$ cat config.mk
export PLATFORM = sky130hd
export DESIGN_NAME = output_struct_unpacker
export DESIGN_NICKNAME = d
export VERILOG_FILES = /design/src/rtl/output_struct_unpacker_pkg.sv /design/src/rtl/output_struct_unpacker_timer.sv /design/src/rtl/output_struct_unpacker.sv
export SDC_FILE = /design/constraint.sdc
export NUM_CORES = 1
export LEC_CHECK = 0
export CORE_MARGIN = 4
export CORE_UTILIZATION = 55
export CTS_BUF_LIST = sky130_fd_sc_hd__clkbuf_16
export DETAILED_ROUTE_END_ITERATION = 6
export MAX_ROUTING_LAYER = met4
export PLACE_DENSITY = 0.8
export SYNTH_ARGS = -nofsm -noshare
export SYNTH_HDL_FRONTEND = slang
export SYNTH_SLANG_ARGS = --single-unit
$ cat constraint.sdc
create_clock -name clock -period 4 [get_ports clock]
set_clock_uncertainty 0.15 [all_clocks]
set_input_delay 0.8 -clock clock [delete_from_list [all_inputs] [get_ports clock]]
set_output_delay 0.8 -clock clock [all_outputs]
set_load 0.05 [all_outputs]
$ cat src/rtl/output_struct_unpacker_pkg.sv
// Shared types for the output_struct debug link: the struct layout, frame
// geometry, unpacker state encoding and the frame checksum helper.
package output_struct_package;

    typedef struct packed {
        logic            LdA;
        logic            LdB;
        logic            LdC;
        logic            LdD;
        logic [7:0]      PC;
        logic [15:0]     addressBus;
        logic [15:0]     dataBus;
        logic [31:0]     instr;
        logic [3:0][31:0] regs;
        logic [8:0]      flags;
    } output_struct;

    localparam int unsigned OUTPUT_STRUCT_W    = $bits(output_struct);
    localparam int unsigned SNAP_PAYLOAD_BYTES = 27;
    localparam int unsigned SNAP_PAD_BITS      = 3;

    typedef enum logic [1:0] {HUNT, PAY, CHK, HOLD} unpack_state_t;

    // Two's-complement checksum byte: payload bytes plus this byte sum to zero.
    function automatic logic [7:0] snap_checksum(input logic [215:0] payload);
        logic [7:0] sum;
        sum = '0;
        for (int unsigned i = 0; i < SNAP_PAYLOAD_BYTES; i++) begin
            sum = sum + payload[8*i +: 8];
        end
        return 8'h00 - sum;
    endfunction

endpackage

$ cat src/rtl/output_struct_unpacker_timer.sv
// Inter-byte idle timer: counts enabled, uncleared cycles and pulses expire
// on the TIMEOUT_CYCLES-th consecutive one. Clear always wins over expiry.
module frame_timeout_timer #(
    parameter int unsigned TIMEOUT_CYCLES = 1024
) (
    input  logic clock,
    input  logic reset,
    input  logic clear,
    input  logic enable,
    output logic expire
);

    localparam int unsigned CNT_W = (TIMEOUT_CYCLES > 2) ? $clog2(TIMEOUT_CYCLES) : 1;

    logic [CNT_W-1:0] count_q;
    logic [CNT_W-1:0] count_d;

    // Next count and expiry pulse.
    always_comb begin
        count_d = count_q;
        expire  = 1'b0;
        if (clear) begin
            count_d = '0;
        end else if (enable) begin
            if (count_q == CNT_W'(TIMEOUT_CYCLES - 1)) begin
                expire  = 1'b1;
                count_d = '0;
            end else begin
                count_d = count_q + 1'b1;
            end
        end
    end

    // Counter register.
    always_ff @(posedge clock) begin
        if (reset) begin
            count_q <= '0;
        end else begin
            count_q <= count_d;
        end
    end

endmodule

$ cat src/rtl/output_struct_unpacker.sv
// Receiving end of the output_struct debug link: hunts for SYNC, collects
// 27 payload bytes plus checksum, and presents good snapshots on a
// valid/ready handshake.
module output_struct_unpacker
    import output_struct_package::*;
#(
    parameter logic [7:0]  SYNC_BYTE      = 8'hA5,
    parameter int unsigned TIMEOUT_CYCLES = 1024
) (
    input  logic         clock,
    input  logic         reset,
    input  logic [7:0]   rx_data,
    input  logic         rx_valid,
    output logic         rx_ready,
    output output_struct snap,
    output logic         snap_valid,
    input  logic         snap_ready,
    output logic         frame_err,
    output logic [15:0]  frame_count
);

    localparam logic [4:0] LAST_BYTE = 5'(SNAP_PAYLOAD_BYTES - 1);

    unpack_state_t state_q, state_d;
    logic [215:0]  shift_q, shift_d;
    logic [7:0]    sum_q, sum_d;
    logic [4:0]    byte_cnt_q, byte_cnt_d;
    output_struct  snap_q, snap_d;
    logic          snap_valid_q, snap_valid_d;
    logic          frame_err_q, frame_err_d;
    logic [15:0]   frame_count_q, frame_count_d;
    logic          rx_ready_q, rx_ready_d;

    logic          accept;
    logic          in_frame;
    logic          timeout;
    logic [7:0]    sum_total;
    logic          chk_good;

    assign accept    = rx_valid && rx_ready_q;
    assign in_frame  = (state_q == PAY) || (state_q == CHK);
    assign sum_total = sum_q + rx_data;
    assign chk_good  = (sum_total == 8'h00) && (shift_q[215 -: SNAP_PAD_BITS] == '0);

    frame_timeout_timer #(
        .TIMEOUT_CYCLES (TIMEOUT_CYCLES)
    ) u_timer (
        .clock  (clock),
        .reset  (reset),
        .clear  (accept || !in_frame),
        .enable (in_frame),
        .expire (timeout)
    );

    // State and datapath registers.
    always_ff @(posedge clock) begin
        if (reset) begin
            state_q       <= HUNT;
            shift_q       <= '0;
            sum_q         <= '0;
            byte_cnt_q    <= '0;
            snap_q        <= '0;
            snap_valid_q  <= 1'b0;
            frame_err_q   <= 1'b0;
            frame_count_q <= '0;
            rx_ready_q    <= 1'b1;
        end else begin
            state_q       <= state_d;
            shift_q       <= shift_d;
            sum_q         <= sum_d;
            byte_cnt_q    <= byte_cnt_d;
            snap_q        <= snap_d;
            snap_valid_q  <= snap_valid_d;
            frame_err_q   <= frame_err_d;
            frame_count_q <= frame_count_d;
            rx_ready_q    <= rx_ready_d;
        end
    end

    // Next-state logic; SYNC inside a frame is ordinary data.
    always_comb begin
        state_d = state_q;
        case (state_q)
            HUNT: if (accept && rx_data == SYNC_BYTE) state_d = PAY;
            PAY: begin
                if (timeout)                              state_d = HUNT;
                else if (accept && byte_cnt_q == LAST_BYTE) state_d = CHK;
            end
            CHK: begin
                if (timeout)     state_d = HUNT;
                else if (accept) state_d = chk_good ? HOLD : HUNT;
            end
            HOLD: if (snap_valid_q && snap_ready) state_d = HUNT;
            default: state_d = HUNT;
        endcase
    end

    // Datapath and output updates.
    always_comb begin
        shift_d       = shift_q;
        sum_d         = sum_q;
        byte_cnt_d    = byte_cnt_q;
        snap_d        = snap_q;
        snap_valid_d  = snap_valid_q;
        frame_count_d = frame_count_q;
        frame_err_d   = timeout;
        rx_ready_d    = (state_d != HOLD);
        case (state_q)
            HUNT: begin
                if (accept && rx_data == SYNC_BYTE) begin
                    byte_cnt_d = '0;
                    sum_d      = '0;
                end
            end
            PAY: begin
                if (accept) begin
                    shift_d    = {shift_q[207:0], rx_data};
                    sum_d      = sum_total;
                    byte_cnt_d = byte_cnt_q + 1'b1;
                end
            end
            CHK: begin
                if (accept) begin
                    if (chk_good) begin
                        snap_d        = shift_q[OUTPUT_STRUCT_W-1:0];
                        snap_valid_d  = 1'b1;
                        frame_count_d = frame_count_q + 1'b1;
                    end else begin
                        frame_err_d = 1'b1;
                    end
                end
            end
            HOLD: begin
                if (snap_valid_q && snap_ready) snap_valid_d = 1'b0;
            end
            default: ;
        endcase
    end

    assign rx_ready    = rx_ready_q;
    assign snap        = snap_q;
    assign snap_valid  = snap_valid_q;
    assign frame_err   = frame_err_q;
    assign frame_count = frame_count_q;

endmodule

---- After elaboration in Yosys (flattened, before gate mapping) ----
Index checks and enable logic that the tools add are counted.
operators by class
  $add $sub $neg .......................... 4
  equality and inequality tests ........... 12
  multiplexer cells ....................... 25
  reductions and logical operators ........ 18
operators by type and width
  cell                                                 count
  adder 16 x 1 -> 16 bit, second input constant        1
  two-way mux 8 bit                                    2
  case mux 8 bit (2 select lines)                      1
  two-way mux 2 bit                                    7
  inequality test 2 bit, second input constant         6
  adder 10 x 1 -> 10 bit, second input constant        1
  equality test 10 bit, second input constant          1
  two-way mux 10 bit                                   1
  two-way mux 5 bit                                    2
  case mux 5 bit (2 select lines)                      1
  two-way mux 1 bit                                    9
  adder 8 bit                                          1
  equality test 8 bit, second input constant           1
  zero test 8 bit                                      1
  case mux 2 bit (4 select lines)                      1
  AND reduction 3 bit                                  2
  adder 5 x 1 -> 5 bit, second input constant          1
  equality test 5 bit, second input constant           1
  logical AND 1 bit                                    5
  equality test 2 bit, second input constant           2
  AND reduction 4 bit                                  1
  nonzero test 2 bit                                   2
  zero test 3 bit                                      1
  equality test 2 x 1 -> 1 bit, second input constant  1
  6 further kinds                                      7
storage, ports and cells
  register bits ........................... 473
  input port bits ......................... 12
  output and inout port bits .............. 232
  logic and storage cells ................. 81

---- Logic depth before layout (Yosys ltp) ----
Gate-level depths: netlist of the first run.
  depth in word-level cells ............... 8
  depth in mapped cells ................... 11
  depth with buffers taken out ............ 8

---- By module ----
A second synthesis of the first run with hierarchy kept.
unflattened totals
  cells, all modules ...................... 2,225
  area, all modules ....................... 18,021.0 µm²
by module, submodules not included
  module                  instances  cells each  area an instance (µm²)  sequential area each (µm²)
  output_struct_unpacker  1          2,175       17,558.1                9,268.9
  frame_timeout_timer     1          50          462.9                   200.2

---- Worst setup path after synthesis of the first run ----
No wires, ideal clock.
  path type ............................... input-to-reg
  start ................................... input rx_data[0]
  end ..................................... register frame_count_q[6] (netlist: frame_count[6])
  setup time .............................. 121 ps
  data arrival time ....................... 3,111 ps
  required time ........................... 3,729 ps
  setup slack ............................. 618 ps
  stages .................................. 9
  buffers on the path ..................... 1
  path through ............................ ha_1 > fa_1 > a211oi_1 > nor4_1 > nor3_1 > nand2_1 > buf_1 > nor4b_1 > mux2_2
on the way
  word-level cells in the longest chain between the ends .. 4
ends and longest elaborated chain
  what                           line                          source
  start: declaration             output_struct_unpacker.sv:12  input logic [7:0] rx_data,
  adder 8 bit                    output_struct_unpacker.sv:42  assign sum_total = sum_q + rx_data;
  zero test 8 bit                output_struct_unpacker.sv:43  assign chk_good = (sum_total == 8'h00) && (shift_q[215 -: SNAP_PAD_BITS] == '0);
  logical AND 1 bit              output_struct_unpacker.sv:43
  AND reduction 3 bit (no line)  n/a
  end signal: assignment         output_struct_unpacker.sv:75  frame_count_q <= frame_count_d;
  end: declaration               output_struct_unpacker.sv:31  logic [15:0] frame_count_q, frame_count_d;
Every way passes these cells.
A chain may end at the register's enable or synchronous reset.

---- Worst setup path after layout of the first run ----
  start ................................... input rx_data[0]
  end ..................................... register snap_q (netlist bit snap[156])
on the way
  word-level cells in the longest chain between the ends .. 4
ends and longest elaborated chain
  what                           line                          source
  adder 8 bit                    output_struct_unpacker.sv:42
  zero test 8 bit                output_struct_unpacker.sv:43
  logical AND 1 bit              output_struct_unpacker.sv:43
  AND reduction 3 bit (no line)  n/a
  end signal: assignment         output_struct_unpacker.sv:72  snap_q <= snap_d;
  end: declaration               output_struct_unpacker.sv:28  output_struct snap_q, snap_d;
Every way passes these cells.

==> reports/metrics.csv, run 1 <==
stage;metric;value;unit
timing;Setup Viol. Count Final;0;
setup_path;critical path launch point type;input pin;
setup_path;Crit. End Element;register;
global_routing;largest net degree at the start of global routing;217;
global_routing;initial antenna violation count;0;
timing;Rel. slew slack;26.72;%
timing;RSZ-0062 raised after global routing;no;
global_routing;vias in the first global route;15480;
setup_path;WP data required;4310;ps
power_and_ir_drop;Power Density;399.2;nW/µm²
routing;Via Count;16380;
clock_network;CTS Buffer Depth;3;
timing;fin crit share;89.83;%
flow_run;max cap viols;0;
floorplan;FP Rows;65;
placed_design;final RePlAce weighted congestion;0.8954;
routing;Iter 0 DRT Violations;1439;
setup_path;critical path type;in2reg;
clock_network;number of H-tree levels;2;
floorplan;die width;188.1;µm
min_path;worst min path class;reg2reg;
final_layout;non-filler instance count after layout;2838;
floorplan;Ports;244;
final_layout;layout cells sized above 1;5.660;%
yosys;synth unique cells;49;
floorplan;Die Y;188.1;µm
setup_path;R2R cell count;11;
global_routing;grt met3 use;5.138;%
clock_network;clock slew at reported path FFs;60;ps
setup_path;internal reg-to-reg setup slack;840;ps
final_layout;Nets;2396;
placed_design;dpl cells;2754;
setup_path;CP Max Fanout;18;
yosys;register area share after synthesis;53.07;%
routing;DRC;0;
timing;Final min period;3593;ps
final_layout;Layout area overhead;24.53;%
routing;Antenna Violating Nets Remaining;0;
setup_path;r2r startpoint;sum_q[0]$_SDFFE_PP0P_;
timing;TNS Setup;0;ps
global_routing;grt total ovfl;0;
timing;fin. max-slew vios;0;
global_routing;total track usage;27.21;%
timing;worst slew pin tran;1099;ps
yosys;syn nets;2244;
global_routing;busiest grt layer;met2;
final_layout;ANT cells;0;
final_layout;fill count;2513;
clock_network;CTS tree;yes;
timing;Hold Fails Final Rpt;0;
timing;worst hold slack;309.9;ps
min_path;Worst Hold Depth;1;
yosys;Avg Inst Size Synth;8.052;µm²
yosys;Post-synth EDFFs;0;
clock_network;post-CTS setup buffers;0;
routing;DR vias/cell;5.771;
floorplan;starting density of the core;56.11;%
yosys;cell count after synthesis;2216;
timing;fmax;278.3;MHz
global_routing;met1 Usage GRT;35.57;%
yosys;Post-synth top flop;dfxtp_1;
floorplan;die area;35390;µm²
clock_network;CTS Sinks;473;
global_routing;first-pass GRT wire length;80020;µm
clock_network;post_cts resized;0;
floorplan;Core Box Area;31800;µm²
placed_design;dpl ws;-55.60;ps
clock_network;Post-CTS Hold Buffers;0;
power_and_ir_drop;Peak VDD IR;0.3234;mV
routing;routed len/inst;17.18;µm
setup_path;CP arrival;3910;ps
placed_design;# port buffers;243;
yosys;Yosys reg bits;473;
timing;setup ws final;406.7;ps
placed_design;dpl hpwl;30760;µm
routing;DRT Pass-1 Iters;5;
routing;DRT Wirelength;48750;µm
clock_network;CTS Root Cell;clkbuf_16;
setup_path;worst reg2reg path endpoint;snap[156]$_SDFFE_PP0P_;
yosys;mapped cell area;17840;µm²
power_and_ir_drop;Leak;7.103;nW
yosys;Synth warnings;0;
min_path;Hold Path End;u_timer.count_q[0]$_SDFFE_PP0P_;
clock_network;Num CTS Buffers;47;
min_path;Hold Crit Start;u_timer.count_q[0]$_SDFFE_PP0P_;
clock_network;Clk Latency, worst-skew pair;540;ps
global_routing;GRT met2 Usage;43.19;%
status;status;completed;
yosys;asr flop ratio synth;0;%
-- how the worst max path moves through the flow --
stage,from,end,slack (ps)
final,rx_data[0],snap[156]$_SDFFE_PP0P_,410
after global routing,rx_data[0],rx_ready$_SDFF_PP1_,240
after CTS,rx_data[0],snap[156]$_SDFFE_PP0P_,430
after detailed placement,rx_data[1],snap[42]$_SDFFE_PP0P_,-60
after global placement,rx_data[0],snap[155]$_SDFFE_PP0P_,30
after floorplan,rx_data[0],frame_count[6]$_SDFFE_PP0P_,620
-- cell usage after synthesis, types with 10 or more instances --
cell type  number  area share, %
clkbuf_1      154            3.2
dfxtp_1       473             53
a21oi_1       450             13
nand2_1       449            9.4
nand4_1        10           0.35
ha_1           15            1.1
nand3_1       237            6.6
nor2_1         34           0.72
buf_1          24           0.50
buf_2          12           0.34
o21ai_0       219            6.1
-- routing by layer --
layer  vias up  wire length (µm)  share of wire, %
li1       7920                 -                 -
met1      7810             20660                42
met2       529             23340                48
met3       120              3275               6.7
met4         0              1472               3.0
met5         -                 0                 0
-- critical path, stage by stage --
cell and delay (ps):
clkdlybuf4s50_1 460, ha_1 250, fa_1 410, a211oi_1 230
buf_4 160, nor4_1 50, or3_1 420, nor3_4 370
buf_12 220, buf_4 220, nand3_1 130, a21oi_1 180
-- placed cells by master, fill, tap and decap left out, drive strengths merged, types with 7 or more instances in the layout --
cell type and n:
ha 15, clkbuf 48, nor2b 9, mux2 7, nand2 449, a21oi 450
clkdlybuf4s50 242, and3 7, nand4 10, o21ai 221, o31ai 7, xor2 9
inv 19, nor2 34, clkinv 22, buf 61, dfxtp 473, nand3 237
-- flip-flops by register name, summed over array words and instances, names as in the netlist, 2 cells and up --
name             flops
state_q              2
u_timer.count_q     10
sum_q                8
byte_cnt_q           5
frame_count         16
shift_q            216
snap               213
-- power breakdown --
| group | total [W] | internal, W | leakage [nW] | switching, W |
|---|---|---|---|---|
| sequential | 0.00471 | 0.00471 | 3.81 | 0.0000000695 |
| clock | 0.00401 | 0.00223 | 0.720 | 0.00177 |
| combinational | 0.000154 | 0.0000385 | 2.58 | 0.000116 |
| total | 0.00887 | 0.00698 | 7.10 | 0.00189 |
-- cell type report --
type,instances,area (µm²),area share [%]
tap,435,544.3,2.449
clock inverter,36,195.2,0.8784
clock buffer,48,1201,5.406
inverter,8,30.03,0.1351
timing repair buffer,303,3213,14.46
sequential,473,9469,42.61
multi-input combinational,1535,7567,34.06
-- cells by family (layout without fill, tap and decap cells) --
| family | count (synthesis) | in the layout | synth area share (%) |
|---|---|---|---|
| AOI/OAI and AO/OA | 707 | 707 | 20.38 |
| xor gates and xnor gates | 15 | 15 | 0.7363 |
| adders and majority gates | 16 | 16 | 1.164 |
| buffers and inverters | 208 | 395 | 4.691 |
| DFF | 473 | 473 | 53.07 |
| muxes | 7 | 7 | 0.4418 |
| and+or+nand+nor | 790 | 790 | 19.52 |
-- per-stage QoR --
step | power (W) | cell area (µm²) | util, %
2_1_floorplan | 0.004912 | 17840 | -
5_1_grt | 0.009153 | 22220 | 69.88
4_1_cts | 0.008930 | 22220 | 69.88
6_report | 0.008871 | 22220 | 69.88
3_3_place_gp | 0.004966 | 20820 | 65.48
3_5_place_dp | 0.004966 | 20820 | 65.48
(Power assumes the default switching activity.)
==> inputs of run 2 (changes only) <==
--- a/config.mk
+++ b/config.mk
@@ -13,4 +13,5 @@
 export PLACE_DENSITY = 0.8
 export SYNTH_ARGS = -nofsm -noshare
 export SYNTH_HDL_FRONTEND = slang
+export SYNTH_HIERARCHICAL = 1
 export SYNTH_SLANG_ARGS = --single-unit
==> run 2 against run 1 <==
Effect of this change:
- worst setup slack improved by 18 ps
- core utilization is 1.3 points lower
- non-clock buffer count fell by 20
- power rose by 11%
- maximum frequency rose by 0.51%
- area after synthesis rose by 1.0%
- global-route usage decreased by 0.32 points
- via count rose by 1.4%
- count of clock-buffer cells in the layout is 1 higher
- flip-flop and latch count did not move
- clock power up 5.7%
- critical endpoint is now snap[169]$_SDFFE_PP0P_
==> reports/metrics.csv, run 2 <==
stage;metric;value;unit
status;status;completed;
timing;Final min period;3575;ps
timing;RSZ-0062 raised after global routing;no;
yosys;Yosys reg bits;473;
timing;fmax;279.7;MHz
yosys;cell count after synthesis;2225;
clock_network;CTS Buffer Depth;3;
yosys;synth cell count leaders;dfxtp_1 (473), a21oi_1 (455), nand2_1 (455);
floorplan;die width;189.0;µm
clock_network;post-CTS setup buffers;0;
global_routing;total track usage;26.90;%
routing;Antenna Violating Nets Remaining;0;
yosys;asr flop ratio synth;0;%
timing;fin. max-slew vios;0;
yosys;register area share after synthesis;52.54;%
flow_run;max cap viols;0;
clock_network;number of H-tree levels;2;
yosys;Post-Synth Simple-Gate Area;19.16;%
setup_path;critical path launch point type;input pin;
yosys;ranking of synthesized cells by area;dfxtp_1 (53%), a21oi_1 (13%), nand2_1 (9.5%);
setup_path;CP arrival;3890;ps
setup_path;internal reg-to-reg setup slack;900;ps
final_layout;ANT cells;0;
power_and_ir_drop;Peak VDD IR;0.3374;mV
floorplan;starting density of the core;55.53;%
setup_path;max incr delay on CP;470;ps
yosys;Synth warnings;6;
yosys;share of the synthesized area in the top cell type;52.54;%
placed_design;dpl hpwl;30760;µm
routing;DRC;0;
floorplan;FP Rows;66;
routing;Iter 0 DRT Violations;1693;
clock_network;Clk Latency, worst-skew pair;540;ps
final_layout;multi-input logic area;7684;µm²
yosys;count leader, synth;dfxtp_1;
yosys;Avg Inst Size Synth;8.099;µm²
timing;Setup Viol. Count Final;0;
global_routing;vias in the first global route;15570;
final_layout;most frequent cells in the layout;dfxtp_1 (473), a21oi_1 (455), nand2_1 (453);
setup_path;r2r startpoint;sum_q[0]$_SDFFE_PP0P_;
clock_network;post_cts resized;0;
setup_path;Slowest-stage cell, CP;clkdlybuf4s50_1;
final_layout;Nets;2382;
setup_path;Crit. End Element;register;
setup_path;WP data required;4310;ps
power_and_ir_drop;Leak;7.097;nW
routing;DRT Pass-1 Iters;5;
placed_design;final RePlAce weighted congestion;0.8740;
final_layout;max reg flops;216;
power_and_ir_drop;Power Density;440.5;nW/µm²
routing;Via Count;16610;
yosys;largest family of logic cells by synthesized area;compound AO/OA/AOI/OAI gates;
setup_path;CP Max Fanout;53;
min_path;Hold Crit Start;shift_q[214]$_SDFFE_PP0P_;
yosys;mapped cell area;18020;µm²
floorplan;Die Y;189.0;µm
final_layout;post-route cell area;22270;µm²
timing;worst hold slack;305.5;ps
clock_network;CTS tree;yes;
clock_network;Num CTS Buffers;47;
yosys;cell taking the most area after synthesis;dfxtp_1;
final_layout;register area;9469;µm²
final_layout;largest register by flop count;shift_q;
min_path;worst min path class;reg2reg;
clock_network;Post-CTS Hold Buffers;0;
final_layout;final core utilization;68.61;%
setup_path;Cell Chain, Critical Path;clkdlybuf4s50_1, ha_1, fa_1, a211oi_1, o21a_1, a211oi_1, buf_4, nand2_4, buf_12, buf_4, o21ai_0, a21oi_1;
final_layout;fill count;2567;
final_layout;Layout area overhead;23.56;%
setup_path;critical path type;in2reg;
global_routing;grt total ovfl;0;
clock_network;CTS Sinks;473;
timing;fin crit share;89.37;%
global_routing;largest net degree at the start of global routing;147;
yosys;adder-cell area share of the yosys netlist;1.153;%
final_layout;most common cell after layout, fill and taps aside;dfxtp_1;
yosys;Post-Synth XOR/XNOR Area;0.5763;%
floorplan;die area;35720;µm²
floorplan;Core Box Area;32450;µm²
power_and_ir_drop;Power Total;0.009808;W
yosys;post-synthesis mux area share;0.5416;%
setup_path;worst reg2reg path endpoint;snap[169]$_SDFFE_PP0P_;
yosys;Post-synth EDFFs;0;
floorplan;Ports;244;
timing;worst slew pin tran;1034;ps
clock_network;clock slew at reported path FFs;60;ps
timing;Hold Fails Final Rpt;0;
timing;Rel. slew slack;31.10;%
routing;DR vias/cell;5.872;
routing;routed len/inst;17.31;µm
clock_network;CTS Root Cell;clkbuf_16;
placed_design;placed inst area;20790;µm²
yosys;synth unique cells;60;
global_routing;initial antenna violation count;0;
global_routing;first-pass GRT wire length;79290;µm
setup_path;R2R cell count;11;
min_path;Hold Path End;shift_q[214]$_SDFFE_PP0P_;
final_layout;layout cells sized above 1;5.153;%
yosys;Synth Area in Compound Gates;21.00;%
yosys;syn nets;2253;
routing;DRT Wirelength;48970;µm
placed_design;# port buffers;243;
min_path;Worst Hold Depth;2;
yosys;Post-synth top flop;dfxtp_1;
[run 2: changes by cell type after synthesis, sizes merged, moves of 4 or more]
cell	change
or3	+4
o31ai	+4
nand2	+6
a21oi	+6
nand3	-10
[run 2: where the power goes]
part | leakage [nW] | total [W] | switching, W | internal [W]
clock | 0.763 | 0.00424 | 0.00178 | 0.00246
combinational | 2.53 | 0.000802 | 0.000611 | 0.000191
sequential | 3.81 | 0.00476 | 0.0000265 | 0.00473
[run 2: how the worst max path moves through the flow]
| stage | endpoint | depth (start not counted) | startpoint | slack (ps) |
|---|---|---|---|---|
| 3_5_place_dp | snap[169]$_SDFFE_PP0P_ | 11 | rx_data[1] | -3 |
| 6_report | snap[169]$_SDFFE_PP0P_ | 12 | rx_data[0] | 430 |
| 4_1_cts | snap[169]$_SDFFE_PP0P_ | 12 | rx_data[0] | 490 |
| 2_1_floorplan | frame_count[13]$_SDFFE_PP0P_ | 10 | rx_data[0] | 670 |
| 3_3_place_gp | snap[134]$_SDFFE_PP0P_ | 12 | rx_data[0] | 80 |
| 5_1_grt | snap[169]$_SDFFE_PP0P_ | 12 | rx_data[0] | 270 |
[run 2: worst max-delay path: cells and delay by family]
family          cells  cell delay [ps]
buf+inv             4             1270
fa+ha+maj           2              690
compound gates      5             1010
simple gates        1               70
[run 2: through the flow]
| stage | setup WS, ps | setup TNS (ps) | instances |
|---|---|---|---|
| 2_1_floorplan | 667.8 | 0 | 2225 |
| 3_3_place_gp | 83.09 | 0 | 2747 |
| 3_5_place_dp | -3.315 | -3.315 | 2747 |
| 4_1_cts | 490.6 | 0 | 2829 |
| 5_1_grt | 265.8 | 0 | 2829 |
| 6_report | 425.1 | 0 | 2829 |
[run 2: cell type report]
| class | instances | share of cell area, % |
|---|---|---|
| Timing Repair Buffer | 283 | 13.70 |
| Multi-Input combinational cell | 1540 | 34.51 |
| Clock buffer | 49 | 5.507 |
| Inverter | 9 | 0.1517 |
| Clock inverter | 33 | 1.129 |
| Sequential cell | 473 | 42.52 |
| Tap cell | 442 | 2.484 |
[run 2: cell families after synthesis]
kind of cell / count (synthesis)
adders and majority gates: 16
muxes: 9
xor gates and xnor gates: 11
AOI/OAI and AO/OA: 724
and+or+nand+nor: 780
buffers and inverters: 212
DFF: 473
[run 2: metal layers]
layer | share of wire (%) | track usage (%)
met1 | 43 | 35.76
met2 | 47 | 42.18
met3 | 7.1 | 4.628
met4 | 3.1 | 8.800
met5 | 0 | -
==> inputs of run 3 (changes only) <==
--- a/config.mk
+++ b/config.mk
@@ -13,5 +13,4 @@
 export PLACE_DENSITY = 0.8
 export SYNTH_ARGS = -nofsm -noshare
 export SYNTH_HDL_FRONTEND = slang
-export SYNTH_HIERARCHICAL = 1
 export SYNTH_SLANG_ARGS = --single-unit
==> results of run 3 <==
Final layout, timing and power as in run 1 (identical DEF).
==> RTL change: new RTL, flow settings as in run 1 <==
Encoding of `unpack_state_t`: now one-hot (4 bits for 4 states).
--- a/src/rtl/output_struct_unpacker_pkg.sv
+++ b/src/rtl/output_struct_unpacker_pkg.sv
@@ -19,7 +19,7 @@
     localparam int unsigned SNAP_PAYLOAD_BYTES = 27;
     localparam int unsigned SNAP_PAD_BITS      = 3;
 
-    typedef enum logic [1:0] {HUNT, PAY, CHK, HOLD} unpack_state_t;
+    typedef enum logic [3:0] {HUNT = 4'b0001, PAY = 4'b0010, CHK = 4'b0100, HOLD = 4'b1000} unpack_state_t;
 
     // Two's-complement checksum byte: payload bytes plus this byte sum to zero.
     function automatic logic [7:0] snap_checksum(input logic [215:0] payload);
Behaviour: same outputs for any inputs over 10 cycles, from zero or initial values and one cycle with reset high; not proved beyond that.
==> RTL change against run 1 <==
- combinational power is 48% higher
- sequential cell count rose by 2
- first-iteration DRC count rose by 6.3%
- cell count down 2.1%
- sequential share of layout area up 0.21 points
- area after synthesis down 0.25%
- via count is 0.55% higher
- total power up 5.9%
- wire length rose by 2.4%
- setup slack better by 0.068 ns
- design area is essentially flat
- largest power group unchanged
==> RTL change: results (changes against run 1) <==
The routability-driven placement congestion ratio came out at 0.834 (-6.9%). The internal cell power is 7.37 mW (+5.6%). The number of cells on the worst hold path is 2 (+1).

The worst register-to-register path ends at snap[209]$_SDFFE_PP0P_. The maximum fanout encountered on the critical timing path is 40 (+22). The final-layout worst hold slack came to 0.308 ns (-0.00172 ns).

The run finished with clean final reports. The setup slack of the most critical reg-to-reg path came out at 0.99 ns (+0.15 ns). The met3 routing resource usage after global routing came out at 0.0579 (+0.00652). The number of placed instances with taps included is 2,691 (-2.3%). The sequential fraction of design power came out at 0.503 (-0.028).

The final cell count without fillers is 2,777 (-2.1%). The startpoint identified for the worst register-to-register timing path is sum_q[4]$_SDFFE_PP0P_. The filler cell count in the final layout is 2,449 (-2.5%). The final-stage net count came out at 2,363 (-1.4%). The compound-cell area share of the yosys netlist is 0.207 (+0.00275).

The pin count of the biggest net entering global routing came out at 153 (-29%). The total wire length after detailed routing is 49.9 mm (+2.4%). The wire length of the first global-routing pass came to 80.1 mm (about the same). The per-cell via count in the routed design is 5.93 (+2.8%). The power in combinational cells came out at 228 uW (+48%). The leakage power is 7.07 nW (-0.46%). The worst-case reg-to-reg path depth was 9 (-2). The worst vdd rail ir drop came out at 326 uV (+0.66%). The worst-case hold path end point is shift_q[208]$_SDFFE_PP0P_. By area the synthesized netlist is led by sky130_fd_sc_hd__dfxtp_1, sky130_fd_sc_hd__a21oi_1, sky130_fd_sc_hd__nand2_1. The met3 routed wirelength came out at 3.69 mm (+13%). The fraction of synthesized area in multiplexers is 0.000633 (-0.00378).

The initial DRC count was 1,529 (+6.3%). The fraction of synthesized cell area in xor and xnor cells came out at 0.00640 (-0.000966). Counting instances in the post-synthesis netlist gives the leading cell types as sky130_fd_sc_hd__dfxtp_1, sky130_fd_sc_hd__a21oi_1, sky130_fd_sc_hd__nand2_1. The met2 routed wirelength is 24.1 mm (+3.1%).

The HPWL after detailed placement came out at 31.0 mm (+0.67%).
## RTL change: cell types whose count changed after synthesis, moves of 6 or more
cell / run 1 / this run
sky130_fd_sc_hd__nor2_1: 34 / 19
sky130_fd_sc_hd__a21oi_1: 450 / 461
sky130_fd_sc_hd__and3_1: 7 / 13
sky130_fd_sc_hd__buf_1: 24 / 18
sky130_fd_sc_hd__mux2_2: 7 / 1
sky130_fd_sc_hd__or4_1: 6 / 12
## RTL change: area by class of cell
cell class | count | area share
Tap cell | 402 | 0.0227
Clock inverter | 38 | 0.0165
Sequential cell | 475 | 0.428
Inverter | 9 | 0.00152
Clock buffer | 48 | 0.0541
Timing Repair Buffer | 285 | 0.141
Multi-Input combinational cell | 1520 | 0.336
## RTL change: per-stage QoR
stage | setup WS [ns] | instance area, sq um
detailed placement | 0.0146 | 20600
finish | 0.474 | 22200
CTS | 0.559 | 22200
global route | 0.359 | 22200
global placement | 0.0741 | 20600
floorplan | 0.760 | 17800
